--- src/rtl/rv_plic_serial_arbiter.sv ---
// Serial per-target PLIC arbiter: sweeps sources 1..N_SOURCE-1, one per cycle.
// It tracks the best candidate and publishes it as irq_o/irq_id_o at the end of each sweep.
// Latency: N_SOURCE-1 cycles per sweep. The worst-case ip-to-irq_o latency is 2*(N_SOURCE-1) cycles.
// Ports: clk_i/rst_ni clock and async active-low reset; en_i enable (0 forces IDLE);
//   ip_i/ie_i pending and enable bits; prio_i packed priorities, PRIOW bits per source;
//   threshold_i target threshold; claim_i CC read pulse;
//   irq_o/irq_id_o registered notification and winning ID (0 = none);
//   sweep_done_o one-cycle pulse on each commit.
module rv_plic_serial_arbiter #(
  parameter int N_SOURCE = 49,
  parameter int MAX_PRIO = 3,
  localparam int SRCW = $clog2(N_SOURCE),
  localparam int PRIOW = $clog2(MAX_PRIO + 1)
) (
  input  logic                      clk_i,
  input  logic                      rst_ni,
  input  logic                      en_i,
  input  logic [N_SOURCE-1:0]       ip_i,
  input  logic [N_SOURCE-1:0]       ie_i,
  input  logic [N_SOURCE*PRIOW-1:0] prio_i,
  input  logic [PRIOW-1:0]          threshold_i,
  input  logic                      claim_i,
  output logic                      irq_o,
  output logic [SRCW-1:0]           irq_id_o,
  output logic                      sweep_done_o
);

  typedef enum logic {IDLE, SCAN} state_t;

  localparam logic [SRCW-1:0] FIRST_IDX = SRCW'(1);
  localparam logic [SRCW-1:0] LAST_IDX  = SRCW'(N_SOURCE - 1);

  state_t           state;
  logic [SRCW-1:0]  idx;
  logic [SRCW-1:0]  best_id;
  logic [PRIOW-1:0] best_prio;

  logic [PRIOW-1:0] prio_arr [N_SOURCE];
  logic [PRIOW-1:0] cur_prio;
  logic             qualify;
  logic [SRCW-1:0]  cand_id;
  logic [PRIOW-1:0] cand_prio;
  logic             stale;

  always_comb begin
    for (int s = 0; s < N_SOURCE; s++) begin
      prio_arr[s] = prio_i[s*PRIOW +: PRIOW];
    end
  end

  // The strict compare against best_prio keeps the earlier (lower) ID on ties.
  // A zero priority can never beat the threshold, so it never qualifies.
  always_comb begin
    cur_prio  = prio_arr[idx];
    qualify   = ip_i[idx] & ie_i[idx] & (cur_prio > threshold_i) & (cur_prio > best_prio);
    cand_id   = qualify ? idx : best_id;
    cand_prio = qualify ? cur_prio : best_prio;
  end

  // The published winner lost its pending or enable bit since the last commit.
  assign stale = irq_o & ~(ip_i[irq_id_o] & ie_i[irq_id_o]);

  always_ff @(posedge clk_i or negedge rst_ni) begin
    if (!rst_ni) begin
      state        <= IDLE;
      idx          <= FIRST_IDX;
      best_id      <= '0;
      best_prio    <= '0;
      irq_o        <= 1'b0;
      irq_id_o     <= '0;
      sweep_done_o <= 1'b0;
    end else begin
      sweep_done_o <= 1'b0;
      if (!en_i) begin
        state     <= IDLE;
        idx       <= FIRST_IDX;
        best_id   <= '0;
        best_prio <= '0;
        irq_o     <= 1'b0;
        irq_id_o  <= '0;
      end else if (state == IDLE) begin
        // Outputs are already clear in IDLE; start a fresh sweep.
        state     <= SCAN;
        idx       <= FIRST_IDX;
        best_id   <= '0;
        best_prio <= '0;
      end else if (claim_i) begin
        // Restart so the ID being claimed is not re-presented from stale sweep data.
        idx       <= FIRST_IDX;
        best_id   <= '0;
        best_prio <= '0;
        irq_o     <= 1'b0;
        irq_id_o  <= '0;
      end else if (idx == LAST_IDX) begin
        // Commit: the result includes the source evaluated in this final cycle.
        irq_o        <= (cand_id != '0);
        irq_id_o     <= cand_id;
        sweep_done_o <= 1'b1;
        idx          <= FIRST_IDX;
        best_id      <= '0;
        best_prio    <= '0;
      end else begin
        idx       <= idx + 1'b1;
        best_id   <= cand_id;
        best_prio <= cand_prio;
        if (stale) begin
          irq_o    <= 1'b0;
          irq_id_o <= '0;
        end
      end
    end
  end

endmodule

--- config.mk ---
export PLATFORM = sky130hd
export DESIGN_NAME = rv_plic_serial_arbiter
export DESIGN_NICKNAME = d
export VERILOG_FILES = /design/src/rtl/rv_plic_serial_arbiter.sv
export SDC_FILE = /design/constraint.sdc
export NUM_CORES = 1
export LEC_CHECK = 0
export ABC_AREA = 1
export CELL_PAD_IN_SITES_DETAIL_PLACEMENT = 1
export CELL_PAD_IN_SITES_GLOBAL_PLACEMENT = 1
export CORE_ASPECT_RATIO = 0.5
export CORE_MARGIN = 5
export CORE_UTILIZATION = 25
export CTS_CLUSTER_DIAMETER = 100
export DETAILED_ROUTE_END_ITERATION = 8
export GPL_ROUTABILITY_DRIVEN = 0
export PLACE_DENSITY = 0.91
export SKIP_CTS_REPAIR_TIMING = 1
export SKIP_LAST_GASP = 1
export SYNTH_ARGS = -nofsm -noshare
export SYNTH_HDL_FRONTEND = slang
export SYNTH_SLANG_ARGS = --single-unit
export TNS_END_PERCENT = 10
--- constraint.sdc ---
create_clock -name clk_i -period 5.8 [get_ports clk_i]
set_input_delay 0.58 -clock clk_i [delete_from_list [all_inputs] [get_ports clk_i]]
set_output_delay 0.58 -clock clk_i [all_outputs]
set_load 0.03 [all_outputs]
== Yosys cells after proc, flatten, opt, wreduce, memory -nomap -nowiden ==
Index checks and enable logic that the tools add are counted.

* Add/sub/neg operators: 1
* $lt $le $gt $ge: 5
* Equality and inequality tests: 4
* Mux-type cells: 40
* Bitwise gates (word level): 7
* Reductions and logical operators: 2

{| class="wikitable"
|+ Operators with widths
! cell !! count
|-
| two-way mux 6 bit || 14
|-
| binary-select mux 1 bit (select 6 bit) || 4
|-
| < comparator 6 x 7 -> 1 bit, second input constant || 2
|-
| two-way mux 1 bit || 14
|-
| two-way mux 2 bit || 7
|-
| binary-select mux 2 bit (select 6 bit) || 1
|-
| >= comparator 7 bit, second input constant || 1
|-
| NOT 6 -> 7 bit || 1
|-
| adder 6 x 1 -> 6 bit, second input constant || 1
|-
| == test 6 bit, second input constant || 1
|-
| nonzero test 6 bit || 1
|-
| AND 1 bit || 5
|-
| inequality test 5 x 3 -> 1 bit, second input constant || 1
|-
| greater-than comparator 2 bit || 2
|-
| inequality test 4 x 1 -> 1 bit, second input constant || 1
|-
| inequality test 2 x 1 -> 1 bit, second input constant || 1
|-
| AND reduction 2 bit || 1
|-
| NOT 1 bit || 1
|}

* Bits in registers: 23
* Logic and storage cells: 66

== Logic depth before layout (Yosys ltp) ==
Gate-level depths: netlist of run 1.

* Depth after elaboration: 13
* Mapped depth: 22
* Gate-level depth less buffers: 20

== Worst setup path before layout of run 1 ==
OpenSTA, ideal clock, no wires.

* Kind: register -> register
* Start point: register idx[0]
* End point: register irq_o
* Library setup time: 117 ps
* Arrival time: 3285 ps
* Required time: 5683 ps
* Setup slack: 2398 ps
* Stages on the path, launching flop included: 21
* Buffers on the path: 3
* Period minus slack after synthesis: 3402 ps
* Path through: dfstp_2 -> buf_6 -> buf_2 -> clkbuf_1 -> o21ai_0 -> o221ai_1 -> nand3_1 -> nand3_1 -> nand3_1 -> o21ai_1 -> ha_1 -> nand2_1 -> o21ai_0 -> a211oi_1 -> nand2_4 -> nand2_2 -> nand2_2 -> nor2_1 -> nand3_1 -> nand2_1 -> nand2_1

* Cells in the longest elaborated chain, start to end: 13
* Elaborated cells on any way between the ends: 22
* Those cells by class: 2 x order compare; 2 x eq/ne; 12 x mux; 4 x bitwise; 2 x reduce/logical

{| class="wikitable"
|+ RTL lines
! item !! RTL line !! RTL
|-
| start, declared || 34 || <nowiki>logic [SRCW-1:0] idx;</nowiki>
|-
| start signal, assigned || 103 || <nowiki>idx <= idx + 1'b1;</nowiki>
|-
| NOT 6 -> 7 bit (implied by the code) || 54 || <nowiki>cur_prio = prio_arr[idx];</nowiki>
|-
| binary-select mux 2 bit (select 6 bit) || 54 ||
|-
| two-way mux 2 bit (implied by the code) (2 in series) || 54 ||
|-
| greater-than comparator 2 bit || 55 || <nowiki>qualify = ip_i[idx] & ie_i[idx] & (cur_prio > threshold_i) & (cur_prio > best_prio);</nowiki>
|-
| AND 1 bit (2 in series) || 55 ||
|-
| two-way mux 6 bit || 56 || <nowiki>cand_id = qualify ? idx : best_id;</nowiki>
|-
| nonzero test 6 bit || 96 || <nowiki>irq_o <= (cand_id != '0);</nowiki>
|-
| two-way mux 1 bit || 94 || <nowiki>end else if (idx == LAST_IDX) begin</nowiki>
|-
| two-way mux 1 bit || 87 || <nowiki>end else if (claim_i) begin</nowiki>
|-
| two-way mux 1 bit || 81 || <nowiki>end else if (state == IDLE) begin</nowiki>
|-
| two-way mux 1 bit || 74 || <nowiki>if (!en_i) begin</nowiki>
|-
| end signal, assigned || 96 ||
|-
| end, declared || 23 || <nowiki>output logic irq_o,</nowiki>
|}

Parallel ways exist; a longest one is shown, timed or not. The select of a mux whose other input is x is not followed.
A chain may end at the register's enable or synchronous reset.

== Worst setup path after layout of run 1 ==
Ends and elaborated chain as after synthesis.

==> reports/qor.yml, run 1 <==
clocking:
  cts_buffer_depth: 2
  clock_tree_from_tritoncts: "built"
  htreeDepth: 1
  clock_sink_count: 23
  tritoncts.num_buffers: 3
  library_cell_used_as_clock_root_buffer: "sky130_fd_sc_hd__clkbuf_16"
  path_clk_slew_ns: 0.06
  clk-insertion-delay-late_ns: 0.26
setup_path:
  worstSetupStartpointType: "register"
  timing.critical_path.to_type: "register"
  critical_path_required_ns: 5.95
  timing.critical_path.fanout_max: 53
  arrival_time_of_data_at_the_critical_path_endpoint_ns: 4.88
  timing.setup.critical_path_class: "reg -> reg"
outcome:
  status: "finished, final reports clean"
floorplan:
  die_x_um: 171
  start_util_pct: 25.5
  core.rowCount: 29
  core_area_um2: 12700
  die_h_um: 90.4
  design.die.area_um2: 15400
  boundaryPins: 210
detailed_routing:
  per_cell_routed_wire_length_um: 18.7
  first_pass_detailed_route_iteration_total: 5
  detail_route.iter0.violations: 234
  viasPerCell: 5.24
  finalWirelength_um: 17400
  detailroute.via_count: 4876
  antenna_left: 0
  detailed_route_drc_error_count: 0
yosys:
  synthesis.yosys.warnings: 0
  number_of_enable_flip_flop_cells_after_synthesis: 0
  postSynth.topFlopCell: "sky130_fd_sc_hd__dfrtp_1"
  yosys-top-cells-count: "158 x sky130_fd_sc_hd__nand2_1, 86 x sky130_fd_sc_hd__nor2_1, 67 x sky130_fd_sc_hd__o21ai_0, 56 x sky130_fd_sc_hd__nand3_1, 38 x sky130_fd_sc_hd__inv_1"
  netlist_instances: 575
  leading_area_contributor_after_synthesis: "sky130_fd_sc_hd__nand2_1"
  synth_top_area_share_pct: 18.3
  synth_area_um2: 3230
  synthesis.nets: 783
  synth_seq_cells: 23
  postSynthAreaPerCell_um2: 5.62
  synthTopCellsByArea: "sky130_fd_sc_hd__nand2_1 18%, sky130_fd_sc_hd__dfrtp_1 17%, sky130_fd_sc_hd__o21ai_0 10%"
  synth_seq_area_share_pct: 17.8
  asyncSetResetFlopFracSynth_pct: 100
  most_repeated_cell_in_the_gate_level_netlist_after_synthesis: "sky130_fd_sc_hd__nand2_1"
  synth.distinct_cells: 37
placed_design:
  dp_slack_ns: 1.11
  place.detailed.hpwl_um: 14600
  i_o_buffers: 209
global_routing:
  antenna_found_initial: 0
  via_count_of_the_first_global_routing_pass: 5142
  total_global_route_track_usage_pct: 21.3
  grt_max_degree: 54
  grt_remaining_overflow: 0
  grt_first_pass_wirelength_um: 26500
timing:
  post-route-period-util_pct: 81.6
  whs_ns: 0.539
  number_of_hold_slack_violations_in_the_final_timing_report: 0
  fin_skew_ns: 0.00224
  finalSetupTns_ns: 0
  timing_worst_slew_pin_value_ns: 1.07
  rsz0062_at_grt: "no"
  worst_slack_ns: 1.07
  maxSlewHeadroom_pct: 28.2
  clock.fmax_mhz: 211
  timing_max_transition_violations_final: 0
  setup-violations-final: 0
  period_minus_slack_ns: 4.73
layout:
  antennaDiodeCount: 0
  flow.area_growth_from_synthesis_pct: 69.5
  fillers: 1687
  layout.nets: 969
  fraction_of_final_layout_cells_sized_beyond_drive_strength_1_pct: 5.00
power_and_ir_drop:
  vdd_ir_drop_max_mv: 0.0946
  totalPowerFinal_mw: 0.575
  power.leakage_nw: 2.32
  power.density_cell_area_nw_per_um2: 105
job:
  max_cap_violations: 0
worst_hold_path:
  hold_class: "reg -> reg"
[cells in the final DEF (no fill, tap or decap), types with 12 or more instances in the layout]
| cell type | Yosys | layout |
|---|---|---|
| sky130_fd_sc_hd__nand2_2 | 12 | 12 |
| sky130_fd_sc_hd__o21ai_0 | 67 | 67 |
| sky130_fd_sc_hd__nor2_1 | 86 | 86 |
| sky130_fd_sc_hd__clkdlybuf4s50_1 | 0 | 209 |
| sky130_fd_sc_hd__dfrtp_1 | 22 | 22 |
| sky130_fd_sc_hd__inv_1 | 38 | 38 |
| sky130_fd_sc_hd__nand3_1 | 56 | 56 |
| sky130_fd_sc_hd__a21oi_1 | 31 | 31 |
| sky130_fd_sc_hd__nand2_1 | 158 | 158 |
[power breakdown]
group | switching [mW] | internal, mW | total, mW
clock | 0.0572 | 0.0928 | 0.150
combinational | 0.104 | 0.155 | 0.259
sequential | 0.00404 | 0.162 | 0.166
total | 0.166 | 0.409 | 0.575
[path summary, 6_finish.rpt]
check                                   from                       end  slack, ns  cells after the start
min reg2reg                irq_o$_DFFE_PN0P_         irq_o$_DFFE_PN0P_       0.54                      2
min in group asynchronous             rst_ni   irq_id_o[1]$_DFFE_PN0P_       0.90                      1
min                        irq_o$_DFFE_PN0P_         irq_o$_DFFE_PN0P_       0.54                      2
max in group asynchronous             rst_ni  best_prio[0]$_DFFE_PN0P_       4.27                      1
max                         idx[0]$_DFF_PN1_         irq_o$_DFFE_PN0P_       1.07                     19
max reg2reg                 idx[0]$_DFF_PN1_         irq_o$_DFFE_PN0P_       1.07                     19
[sequential cells by signal, summed over array words and instances (netlist names)]
name          count
best_id           6
best_prio         2
idx               6
irq_id_o          6
irq_o             1
state             1
sweep_done_o      1
[area by class of cell]
cell class | count | area [um^2] | area share, %
Clock buffer | 3 | 75.1 | 1.37
Clock inverter | 1 | 5.00 | 0.0913
Inverter | 41 | 156 | 2.85
Multi-Input combinational cell | 479 | 2330 | 42.6
Sequential cell | 23 | 577 | 10.5
Tap cell | 170 | 213 | 3.88
Timing Repair Buffer | 213 | 2120 | 38.7
[worst max-delay path, stage by stage, from the launching register on]
cell                       delay, ns
sky130_fd_sc_hd__dfstp_2        0.86
sky130_fd_sc_hd__inv_4          0.32
sky130_fd_sc_hd__nor2_2         0.47
sky130_fd_sc_hd__a22oi_1        0.13
sky130_fd_sc_hd__o21ai_0        0.13
sky130_fd_sc_hd__nand2_1        0.08
sky130_fd_sc_hd__nand3_1        0.12
sky130_fd_sc_hd__a21oi_1        0.09
sky130_fd_sc_hd__o21ai_1        0.33
sky130_fd_sc_hd__ha_1           0.32
sky130_fd_sc_hd__nand2_1        0.06
sky130_fd_sc_hd__o21ai_0        0.08
sky130_fd_sc_hd__a211oi_1       0.84
sky130_fd_sc_hd__nand2_4        0.22
sky130_fd_sc_hd__nand2_2        0.16
sky130_fd_sc_hd__nand2_2        0.07
sky130_fd_sc_hd__nor2_1         0.13
sky130_fd_sc_hd__nand3_1        0.09
sky130_fd_sc_hd__nand2_1        0.07
sky130_fd_sc_hd__nand2_1        0.05
[cells by family after synthesis]
logic type / Yosys count / synth area share [%]
compound gates: 144 / 26.0
xor+xnor: 2 / 0.542
flops: 23 / 17.8
buf+inv: 73 / 10.0
fa+ha+maj: 6 / 2.32
simple gates: 327 / 43.3
[layer usage]
layer	vias to the layer above	wire [um]	global-route usage (%)
met3	36	909	1.44
met2	161	9100	40.2
met1	2383	6840	25.5
met5	-	0	0
li1	2296	-	-
met4	0	582	6.99
[metrics by stage]
stage / instances / cell area [um^2] / utilization [%]
5_1_grt: 930 / 5480 / 43.3
6_report: 930 / 5480 / 43.3
3_3_place_gp: 926 / 5400 / 42.6
4_1_cts: 930 / 5480 / 43.3
3_5_place_dp: 926 / 5400 / 42.6
2_1_floorplan: 575 / 3230 / -
(Power assumes the default switching activity.)
==> inputs of run 2 (changes only) <==
--- a/config.mk
+++ b/config.mk
@@ -10,11 +10,11 @@
 export CELL_PAD_IN_SITES_GLOBAL_PLACEMENT = 1
 export CORE_ASPECT_RATIO = 0.5
 export CORE_MARGIN = 5
-export CORE_UTILIZATION = 25
+export CORE_UTILIZATION = 23
 export CTS_CLUSTER_DIAMETER = 100
 export DETAILED_ROUTE_END_ITERATION = 8
 export GPL_ROUTABILITY_DRIVEN = 0
-export PLACE_DENSITY = 0.91
+export PLACE_DENSITY = 0.85
 export SKIP_CTS_REPAIR_TIMING = 1
 export SKIP_LAST_GASP = 1
 export SYNTH_ARGS = -nofsm -noshare
==> constraint.sdc (replaced) <==
create_clock -name clk_i -period 4.4 [get_ports clk_i]
set_input_delay 0.44 -clock clk_i [delete_from_list [all_inputs] [get_ports clk_i]]
set_output_delay 0.44 -clock clk_i [all_outputs]
set_load 0.03 [all_outputs]
==> run 2 against run 1 <==
Largest cell class unchanged. Non-clock buffer count is 3 higher. Via count decreased by 2.1%. Power rose by 32%. Hold slack got worse by 0.011 ns. Die area increased by 7.9%. Setup slack worse by 0.45 ns.
==> reports/qor.yml, run 2 (synthesis results as in run 1) <==
power_and_ir_drop:
  power_frac_comb_pct: 45.1
  swShare_pct: 28.6
  totalPowerFinal_mw: 0.761
  p_int_mw: 0.544
  power.density_cell_area_nw_per_um2: 138
  power.leakage_nw: 2.33
  net-switching-power_mw: 0.217
  power_frac_clock_pct: 26.3
  vdd_ir_drop_max_mv: 0.111
  power.sequential.fraction_pct: 28.6
setup_path:
  arrival_time_of_data_at_the_critical_path_endpoint_ns: 3.93
  worstSetupStartpointType: "register"
  worst_path_largest_cell_delay_ns: 0.88
  critical_path_required_ns: 4.55
  timing.setup.critical_path_class: "reg -> reg"
  critical_path_cell_by_cell: "inv_2 > o21ai_0 > o221ai_1 > nand3_1 > nand3_1 > a21oi_1 > o21ai_1 > ha_1 > inv_1 > nor2_1 > o21ai_0 > a211oi_1 > buf_4 > nand2_4 > nand2_2 > nand2_1 > nor2_1 > nand3_1 > nand2_1 > nand2_1"
  timing.critical_path.max_delay_family: "simple AND/OR/NAND/NOR gates"
  timing.critical_path.fanout_max: 23
  worstPathBufferInverterCount: 3
  critical_path.slowest_cell: "sky130_fd_sc_hd__dfrtp_1"
  timing.critical_path.to_type: "register"
timing:
  rsz0062_at_grt: "no"
  timing_max_transition_violations_final: 0
  number_of_hold_slack_violations_in_the_final_timing_report: 0
  timing_worst_slew_pin_value_ns: 1.01
  period_minus_slack_ns: 3.78
  maxSlewHeadroom_pct: 32.3
  fin_skew_ns: 0.00150
  whs_ns: 0.527
  setup-violations-final: 0
  finalSetupTns_ns: 0
  post-route-period-util_pct: 85.9
  clock.fmax_mhz: 265
  worst_slack_ns: 0.621
layout:
  finalCoreUtilization_pct: 40.5
  antennaDiodeCount: 0
  reg.largest.list: "best_id (6), idx (6), irq_id_o (6)"
  layout.cell_area.non_filler_um2: 5530
  flow.area_growth_from_synthesis_pct: 71.0
  fraction_of_final_layout_cells_sized_beyond_drive_strength_1_pct: 5.24
  post_layout_nonfiller_instances: 955
  layout.cells.most_common: "sky130_fd_sc_hd__clkdlybuf4s50_1"
  layout.cells.most_common_list: "209 x sky130_fd_sc_hd__clkdlybuf4s50_1, 158 x sky130_fd_sc_hd__nand2_1, 86 x sky130_fd_sc_hd__nor2_1"
  layout.nets: 972
clocking:
  clk-insertion-delay-late_ns: 0.26
  library_cell_used_as_clock_root_buffer: "sky130_fd_sc_hd__clkbuf_16"
  clock_tree_from_tritoncts: "built"
  clock_sink_count: 23
  cts_buffer_depth: 2
  path_clk_slew_ns: 0.06
  tritoncts.num_buffers: 3
  htreeDepth: 1
detailed_routing:
  first_pass_detailed_route_iteration_total: 4
  per_cell_routed_wire_length_um: 18.3
  viasPerCell: 5.00
  detailroute.via_count: 4774
  finalWirelength_um: 17500
  detailed_route_drc_error_count: 0
  detail_route.iter0.violations: 274
  antenna_left: 0
floorplan:
  die_h_um: 93.8
  design.die.area_um2: 16700
  start_util_pct: 23.7
  core.rowCount: 30
  die_x_um: 178
  boundaryPins: 210
  core_area_um2: 13700
job:
  max_cap_violations: 0
placed_design:
  placedCellCount: 951
  post_dp_cell_area_um2: 5450
  dp_slack_ns: 0.657
  place.detailed.hpwl_um: 14600
  i_o_buffers: 209
global_routing:
  grt_remaining_overflow: 0
  total_global_route_track_usage_pct: 20.3
  grt_max_degree: 54
  via_count_of_the_first_global_routing_pass: 5033
  antenna_found_initial: 0
  grt_first_pass_wirelength_um: 26900
worst_hold_path:
  hold_class: "reg -> reg"
outcome:
  status: "finished, final reports clean"
-- run 2: area by class of cell --
type | count | area [um^2]
Fill cell | 1796 | 8130
Multi-Input combinational cell | 479 | 2330
Timing Repair Buffer | 216 | 2140
Sequential cell | 23 | 577
Tap cell | 192 | 240
Inverter | 41 | 156
Clock buffer | 4 | 78.8
-- run 2: tightest hold or removal path, cell delays in order (launching register included) --
cell	delay, ns
sky130_fd_sc_hd__dfrtp_1	0.35
sky130_fd_sc_hd__nand3_1	0.08
sky130_fd_sc_hd__o31ai_1	0.07
-- run 2: worst paths after layout --
| check | start | slack [ns] | endpoint | cells past startpoint |
|---|---|---|---|---|
| setup / recovery | idx[1]$_DFF_PN0_ | 0.62 | irq_o$_DFFE_PN0P_ | 20 |
| hold / removal | best_prio[0]$_DFFE_PN0P_ | 0.53 | best_prio[0]$_DFFE_PN0P_ | 2 |
| setup reg to reg | idx[1]$_DFF_PN0_ | 0.62 | irq_o$_DFFE_PN0P_ | 20 |
| hold reg to reg | best_prio[0]$_DFFE_PN0P_ | 0.53 | best_prio[0]$_DFFE_PN0P_ | 2 |
| max in group asynchronous | rst_ni | 3.05 | idx[3]$_DFF_PN0_ | 1 |
| min in group asynchronous | rst_ni | 0.74 | irq_id_o[3]$_DFFE_PN0P_ | 1 |
-- run 2: metal layers --
metal  part of all wire [%]  global-route usage [%]  up-vias
met3                    4.5                    1.85       38
met4                    2.7                    5.66        0
li1                       -                       -     2299
met1                     42                    25.7     2298
met5                      0                       0        -
met2                     51                    37.1      139
-- run 2: power by group through the flow --
stage                     Clock (mW)  Sequential, mW  Combinational [mW]
after CTS                      0.203           0.218               0.344
after floorplan                    0           0.218               0.121
after global routing           0.212           0.218               0.374
final                          0.200           0.218               0.343
after global placement             0           0.221               0.332
after detailed placement           0           0.222               0.342
==> inputs of run 3 (changes only) <==
--- a/config.mk
+++ b/config.mk
@@ -15,6 +15,7 @@
 export DETAILED_ROUTE_END_ITERATION = 8
 export GPL_ROUTABILITY_DRIVEN = 0
 export PLACE_DENSITY = 0.85
+export RECOVER_POWER = 100
 export SKIP_CTS_REPAIR_TIMING = 1
 export SKIP_LAST_GASP = 1
 export SYNTH_ARGS = -nofsm -noshare
==> run 3 against run 2 <==
Register-to-register slack worse by 0.07 ns. Clock power hardly changed. Non-clock buffer count stayed put. Wire length is 0.17% higher. Via count hardly changed. Clock skew is 0.00091 ns higher. Fmax is 1.8% lower. Core utilization is 0.16 points lower. Critical endpoint unchanged. Largest cell class unchanged.
==> reports/qor.yml, run 3 (synthesis results as in run 1) <==
outcome:
  status: "finished, final reports clean"
clocking:
  path_clk_slew_ns: 0.06
  clock_tree_from_tritoncts: "built"
  library_cell_used_as_clock_root_buffer: "sky130_fd_sc_hd__clkbuf_16"
  htreeDepth: 1
  tritoncts.num_buffers: 3
  clk-insertion-delay-late_ns: 0.26
  cts_buffer_depth: 2
  clock_sink_count: 23
setup_path:
  ff2ff_setup_slack_ns: 0.55
  most_common_cell_on_crit_path: "sky130_fd_sc_hd__nand2_1"
  critical_path.slowest_cell: "sky130_fd_sc_hd__dfrtp_1"
  critical_path_cell_by_cell: "inv_2 > o21ai_0 > o221ai_1 > nand3_1 > nand3_1 > a21oi_1 > o21ai_1 > ha_1 > inv_1 > nor2_1 > o21ai_0 > a211oi_1 > buf_4 > nand2_4 > nand2_1 > nand2_1 > nor2_1 > nand3_1 > nand2_1 > nand2_1"
  worst_r2r_path_depth: 20
  worst_path_largest_cell_delay_ns: 0.91
  rr_endpoint: "irq_o$_DFFE_PN0P_"
  timing.critical_path.to_type: "register"
  critical_path_required_ns: 4.55
  timing.rr.start: "idx[1]$_DFF_PN0_"
  timing.setup.critical_path_class: "reg -> reg"
  worstSetupStartpointType: "register"
  timing.critical_path.fanout_max: 23
  arrival_time_of_data_at_the_critical_path_endpoint_ns: 4.00
global_routing:
  grt_first_pass_wirelength_um: 26900
  antenna_found_initial: 0
  grt_remaining_overflow: 0
  grt_max_degree: 54
  via_count_of_the_first_global_routing_pass: 5033
  total_global_route_track_usage_pct: 20.3
power_and_ir_drop:
  power.sequential.fraction_pct: 28.7
  net-switching-power_mw: 0.216
  power.leakage_nw: 2.36
  vdd_ir_drop_max_mv: 0.109
  p_int_mw: 0.543
  power_frac_comb_pct: 45.1
  totalPowerFinal_mw: 0.759
  power_frac_clock_pct: 26.2
  swShare_pct: 28.4
  power.density_cell_area_nw_per_um2: 138
layout:
  fillers: 1800
  layout.nets: 972
  finalCoreUtilization_pct: 40.3
  antennaDiodeCount: 0
  reg.largest.list: "best_id (6), idx (6), irq_id_o (6)"
  fraction_of_final_layout_cells_sized_beyond_drive_strength_1_pct: 4.33
  flow.area_growth_from_synthesis_pct: 70.4
  layout.cells.most_common_list: "199 x sky130_fd_sc_hd__clkdlybuf4s50_1, 164 x sky130_fd_sc_hd__nand2_1, 86 x sky130_fd_sc_hd__nor2_1"
  layout.cells.most_common: "sky130_fd_sc_hd__clkdlybuf4s50_1"
job:
  max_cap_violations: 0
worst_hold_path:
  hold_class: "reg -> reg"
  hold_path_startpoint: "best_prio[0]$_DFFE_PN0P_"
  whs_endpoint: "best_prio[0]$_DFFE_PN0P_"
  min_path_cells: 2
detailed_routing:
  detailroute.via_count: 4770
  detail_route.iter0.violations: 335
  detailed_route_drc_error_count: 0
  viasPerCell: 4.99
  per_cell_routed_wire_length_um: 18.4
  finalWirelength_um: 17500
  first_pass_detailed_route_iteration_total: 6
  antenna_left: 0
timing:
  clock.fmax_mhz: 260
  setup-violations-final: 0
  finalSetupTns_ns: 0
  fin_skew_ns: 0.00242
  post-route-period-util_pct: 87.4
  rsz0062_at_grt: "no"
  period_minus_slack_ns: 3.85
  timing_max_transition_violations_final: 0
  number_of_hold_slack_violations_in_the_final_timing_report: 0
  timing_worst_slew_pin_value_ns: 1.21
  maxSlewHeadroom_pct: 18.7
floorplan:
  core.rowCount: 30
  design.die.area_um2: 16700
  core_area_um2: 13700
  boundaryPins: 210
  start_util_pct: 23.7
  die_x_um: 178
  die_h_um: 93.8
placed_design:
  i_o_buffers: 209
  place.detailed.hpwl_um: 14600
[run 3: cell types whose count changed in the layout (fill, tap and decap cells not counted)]
cell                              delta
sky130_fd_sc_hd__clkdlybuf4s50_1    -10
sky130_fd_sc_hd__nand2_1             +6
sky130_fd_sc_hd__nor4_2              -1
sky130_fd_sc_hd__nor4_1              +1
sky130_fd_sc_hd__dlygate4sd3_1      +10
sky130_fd_sc_hd__nand2_2             -6
[run 3: worst max-delay path by stage]
stage                        endpoint        startpoint  slack [ns]
floorplan           irq_o$_DFFE_PN0P_  idx[0]$_DFF_PN1_         1.0
global placement    irq_o$_DFFE_PN0P_  idx[1]$_DFF_PN0_        0.89
finish              irq_o$_DFFE_PN0P_  idx[1]$_DFF_PN0_        0.55
detailed placement  irq_o$_DFFE_PN0P_  idx[1]$_DFF_PN0_        0.66
global route        irq_o$_DFFE_PN0P_  idx[1]$_DFF_PN0_        0.18
CTS                 irq_o$_DFFE_PN0P_  idx[1]$_DFF_PN0_        0.63
[run 3: stage by stage]
step                      instances  hold slack (ns)  cell area, um^2  worst slack (ns)
after floorplan                 575            0.144             3230             0.998
after global placement          951            0.521             5450             0.893
after detailed placement        951            0.518             5450             0.657
after CTS                       955            0.532             5530             0.634
after global routing            955            0.567             5510             0.181
final                           955            0.527             5510             0.553
[run 3: power groups by stage]
stage | Combinational (mW) | Sequential, mW | Clock [mW]
4_1_cts | 0.344 | 0.218 | 0.203
2_1_floorplan | 0.121 | 0.218 | 0
3_5_place_dp | 0.342 | 0.222 | 0
6_report | 0.342 | 0.218 | 0.199
3_3_place_gp | 0.332 | 0.221 | 0
5_1_grt | 0.373 | 0.218 | 0.212
[run 3: metal layers]
layer	track usage [%]	wire, um	vias up
met3	1.85	904	39
met2	37.1	8860	138
met1	25.7	7250	2296
met4	5.66	519	0
li1	-	-	2297
met5	0	0	-
[run 3: final cells by class]
class                   instances  area (um^2)  area share [%]
multi-input cells             479         2310            42.0
inverters                      41          156            2.84
clock buffers                   4         78.8            1.43
repair buffers                216         2140            38.9
flip-flops and latches         23          577            10.5
well taps                     192          240            4.36
[run 3: critical path: cells and delay by family (launching register included)]
kind	cells	cell delay (ns)
AND/OR/NAND/NOR	10	0.95
adder cells (fa/ha/maj)	1	0.32
AO/OA/AOI/OAI	6	0.88
flip-flops	1	0.91
buffers and inverters	3	0.65
